[src/rtl/ram_arbiter.sv]
// ram_arbiter: two-master arbiter for the shared data RAM, one transaction in flight.
// Define ARB_ROUND_ROBIN_EN for round-robin tie breaking; default is fixed priority to m0.
module ram_arbiter #(
    parameter int RAM_LAT = 1
) (
    input  logic        clk,
    input  logic        rst_n,
    input  logic        m0_req,
    input  logic [3:0]  m0_we,
    input  logic [31:0] m0_addr,
    input  logic [31:0] m0_wdata,
    output logic        m0_gnt,
    output logic        m0_rvalid,
    output logic [31:0] m0_rdata,
    input  logic        m1_req,
    input  logic [3:0]  m1_we,
    input  logic [31:0] m1_addr,
    input  logic [31:0] m1_wdata,
    output logic        m1_gnt,
    output logic        m1_rvalid,
    output logic [31:0] m1_rdata,
    output logic        ram_r,
    output logic [3:0]  ram_w,
    output logic [31:0] ram_addr,
    output logic [31:0] ram_out,
    input  logic [31:0] ram_in
);
    localparam int CW = RAM_LAT > 1 ? $clog2(RAM_LAT) : 1;

    typedef enum logic [1:0] {IDLE, ACCESS, WAIT, RESP} state_t;

    state_t        state, state_nx;
    logic [CW-1:0] cnt;
    logic          id, win;
    logic [3:0]    we;
    logic [31:0]   addr, wdata;
    logic          start;

    assign start = state == IDLE && (m0_req || m1_req);

`ifdef ARB_ROUND_ROBIN_EN
    logic last;
    // last holds the port granted most recently; it loses the next tie
    assign win = (m0_req && m1_req) ? ~last : m1_req;
    always_ff @(posedge clk or negedge rst_n)
        if (!rst_n)
            last <= 1'b1;
        else if (start)
            last <= win;
`else
    assign win = ~m0_req;
`endif

    always_ff @(posedge clk or negedge rst_n)
        if (!rst_n)
            state <= IDLE;
        else
            state <= state_nx;

    always_comb begin
        state_nx  = state;
        m0_gnt    = 1'b0;
        m1_gnt    = 1'b0;
        m0_rvalid = 1'b0;
        m1_rvalid = 1'b0;
        ram_r     = 1'b0;
        ram_w     = 4'b0;
        case (state)
            IDLE:   state_nx = start ? ACCESS : IDLE;
            ACCESS: begin
                state_nx = WAIT;
                m0_gnt   = ~id;
                m1_gnt   = id;
                ram_r    = ~|we;
                ram_w    = we;
            end
            WAIT:   state_nx = cnt == '0 ? RESP : WAIT;
            RESP: begin
                state_nx  = IDLE;
                m0_rvalid = ~id;
                m1_rvalid = id;
            end
            default: state_nx = IDLE;
        endcase
    end

    assign ram_addr = addr;
    assign ram_out  = wdata;

    always_ff @(posedge clk or negedge rst_n)
        if (!rst_n) begin
            id       <= 1'b0;
            we       <= 4'b0;
            addr     <= 32'b0;
            wdata    <= 32'b0;
            cnt      <= '0;
            m0_rdata <= 32'b0;
            m1_rdata <= 32'b0;
        end else begin
            if (start) begin
                id    <= win;
                we    <= win ? m1_we : m0_we;
                addr  <= win ? m1_addr : m0_addr;
                wdata <= win ? m1_wdata : m0_wdata;
            end
            if (state == ACCESS)
                cnt <= CW'(RAM_LAT - 1);
            else if (state == WAIT && cnt != '0)
                cnt <= cnt - 1'b1;
            // writes leave the port's rdata untouched
            if (state == WAIT && cnt == '0 && we == 4'b0) begin
                if (id)
                    m1_rdata <= ram_in;
                else
                    m0_rdata <= ram_in;
            end
        end
endmodule

[config.mk]
export PLATFORM = sky130hd
export DESIGN_NAME = ram_arbiter
export DESIGN_NICKNAME = d
export VERILOG_FILES = /design/src/rtl/ram_arbiter.sv
export SDC_FILE = /design/constraint.sdc
export NUM_CORES = 1
export LEC_CHECK = 0
export CAP_MARGIN = 20
export CORE_MARGIN = 1.5
export CORE_UTILIZATION = 35
export CTS_BUF_LIST = sky130_fd_sc_hd__clkbuf_8
export CTS_CLUSTER_SIZE = 25
export DETAILED_ROUTE_END_ITERATION = 10
export PLACE_DENSITY_LB_ADDON = 0.12
export SKIP_LAST_GASP = 1
export SLEW_MARGIN = 25
export SYNTH_ARGS = -nofsm -noshare
export SYNTH_HDL_FRONTEND = slang
export SYNTH_SLANG_ARGS = --single-unit
[constraint.sdc]
create_clock -name clk -period 2.26 [get_ports clk]
set_input_delay 0.452 -clock clk [delete_from_list [all_inputs] [get_ports clk]]
set_output_delay 0.452 -clock clk [all_outputs]
set_load 0.005 [all_outputs]
==> flow_summary.ini <==
[worst_hold_path]
hold_start = ram_addr[5]$_DFFE_PN0P_
worstHoldPathCells = 2
worst_hold_path_type = flop to flop
min_to = ram_addr[5]$_DFFE_PN0P_

[global_route]
track_usage = 0.183
grt_max_degree = 140
grt_antenna_before_repair = 0
grt_pass1_wl_mm = 24.7
grt_overflow = 0
grt_pass1_vias = 4690

[floorplanning]
initial_core_util = 0.355
io_pins = 309
core.rowCount = 47
core_sq_mm = 0.0164
die_width_microns = 132
dieArea_sq_mm = 0.0174
die_h_microns = 132

[placement]
hpwlAfterDp_mm = 11.9
port-buffer-count = 308
place_ws_ns = 0.315
dpl_cell_area_sq_mm = 0.00917
gp_congestion = 0.760

[logic_synthesis]
synth.distinct_cells = 19
synth_area_sq_mm = 0.00583
synth.largest_area_cell = dfrtp_1
seq_area_frac_synth = 0.584
yosys_warnings = 0
ys_seq_elements = 136
synth_area_per_cell_sq_um = 12.7
synth_cells = 458
synth_area_leaders = dfrtp_1 (58%), mux2i_1 (12%), mux2_4 (7.7%)
synth.top_cell.area_share = 0.584
synth_fp_nets = 634

[worst_setup_path]
worstReg2RegStart = we[1]$_DFFE_PN0P_
crit_type = flop to output pin
reg2reg_to = m0_rdata[7]$_DFFE_PN0P_
worstPathRequired_ns = 1.81
r2r_cells = 5
crit_fanout = 8
cp.arrival_ns = 1.71
start_kind = flop
r2r_slack_ns = 0.25
endpoint_kind = output pin

[detailed_routing]
wirelength_mm = 15.7
wl_per_cell_microns = 15.8
antenna_left = 0
drcViolationCount = 0
vias = 4524
via_per_inst = 4.53
drtIter0Drc = 102
dr.pass1.iters = 4

[cells_and_area]
antenna_cells = 0
layout_commonest_cell = clkdlybuf4s50_1
final_cell_mix = clkdlybuf4s50_1 (304), dfrtp_1 (136), o21ai_0 (70), nand2_1 (69), mux2i_1 (68)
drive_gt1_frac = 0.145
utilization = 0.589
fin_nets = 942
area_growth_pct = 65.8
finalInstanceArea_sq_mm = 0.00966

[timing]
fmax_ghz = 0.462
worst_slack_ns = 0.0966
rsz0062_at_grt = false
setup_viol = 0
finalHoldViolCount = 0
max-slew-margin-rel = 0.649
finalClockSkew_ns = 0.00775
final.setup.tns_ns = 0
period_share = 0.957
period_minus_slack_ns = 2.16
slew_viol_final = 0
tightest_slew_ns = 0.527

[clocking]
path_clk_slew_ns = 0.07
cts_tree = yes
cts_max_path_buffers = 2
cts_max_level = 4
cts_root_buf = clkbuf_8
worstSkewPairLatency_ns = 0.43
cts_made_buffers = 17
cts_sinks = 136

[power_and_ir_drop]
internal_power_mw = 8.20
clkPwrFrac = 0.183
p_leak_nw = 4.33
swShare = 0.292
seqPwrFrac = 0.374
powerDensity_mw_per_mm2 = 1200
ir_worst_vdd_v = 0.000490
finalPower_mw = 11.6
switchingPower_mw = 3.38
combPwrFrac = 0.443

[flow_run]
cap_violations = 0

[status]
outcome = finished, final reports clean
==> cell type report <==
type,count,area [sq um]
Inverter,2,7.51
Clock inverter,11,144
Clock buffer,21,289
Tap cell,220,275
Timing Repair Buffer,319,3230
Sequential cell,136,3400
Multi-Input combinational cell,290,2310
Fill cell,1333,6740
==> stage by stage <==
step / std cells / hold slack, ns
floorplan: 458 / 0.156
global placement: 963 / 0.447
detailed placement: 963 / 0.455
CTS: 998 / 0.486
global route: 999 / 0.506
finish: 999 / 0.481
==> Yosys cell counts <==
cell,instances
dfrtp_1,136
nand2b_1,1
nor2b_1,2
buf_6,3
clkbuf_1,17
mux2_2,34
nor4_2,1
and2_1,7
mux2i_1,68
inv_1,2
buf_1,5
nand2_1,69
buf_2,5
nand4b_1,1
nor3b_1,1
ha_1,4
or3b_1,1
o21ai_0,71
mux2_4,30
==> worst max-delay path by stage <==
stage,end,slack [ns],from
after floorplan,m0_rdata[10]$_DFFE_PN0P_,0.51,we[1]$_DFFE_PN0P_
after global placement,m0_rdata[3]$_DFFE_PN0P_,0.36,we[1]$_DFFE_PN0P_
after detailed placement,m0_rdata[7]$_DFFE_PN0P_,0.31,we[1]$_DFFE_PN0P_
after CTS,ram_r,-0.008,we[3]$_DFFE_PN0P_
after global routing,m0_gnt,0.003,state[1]$_DFF_PN0_
final,ram_w[1],0.1,state[1]$_DFF_PN0_
==> layer usage <==
metal | part of all wire | routed length (microns) | global-route usage | up-vias
met4 | 0.032 | 507 | 0.0914 | 0
met2 | 0.49 | 7650 | 0.306 | 206
met3 | 0.077 | 1210 | 0.0596 | 30
li1 | - | - | - | 2198
met1 | 0.40 | 6370 | 0.211 | 2090
met5 | 0 | 0 | 0 | -
==> worst max-delay path, cell delays in order (launching register included) <==
cell	delay, ns
dfrtp_1	0.40
inv_2	0.09
ha_4	0.15
and2_1	0.13
clkdlybuf4s50_1	0.52
==> cell families (layout without fill, tap and decap cells) <==
family                   after synthesis  after routing  synth area share
flip-flops                           136            136             0.584
multiplexers                         132            132             0.260
AND/OR/NAND/NOR                       83             83            0.0616
AO/OA/AOI/OAI                         71             71            0.0609
buffers and inverters                 32            353            0.0255
adder cells (fa/ha/maj)                4              4           0.00858
==> registers in the layout (all words and copies together), names as in the netlist <==
signal and flops:
cnt 1, id 1, m0_rdata 32, m1_rdata 32, ram_addr 32, ram_out 32, state 2, we 4
==> what timing repair did <==
action | in CTS | in global routing
endpoints found under the setup margin | 7 | 5
hold buffers | 1 | 0
hold endpoints to repair | 53 | 0
pin swaps | 1 | 1
gates resized for setup | 4 | 2
buffers inserted | 2 | 1
==> power by group through the flow <==
| stage | Combinational [mW] | Clock (mW) | Sequential [mW] |
|---|---|---|---|
| after floorplan | 1.80 | 0 | 4.39 |
| after global placement | 5.06 | 0 | 4.31 |
| after detailed placement | 5.15 | 0 | 4.35 |
| after CTS | 5.21 | 2.20 | 4.34 |
| after global routing | 5.56 | 2.33 | 4.48 |
| final | 5.14 | 2.12 | 4.33 |
No activity file was read; power rests on OpenSTA's default activity.
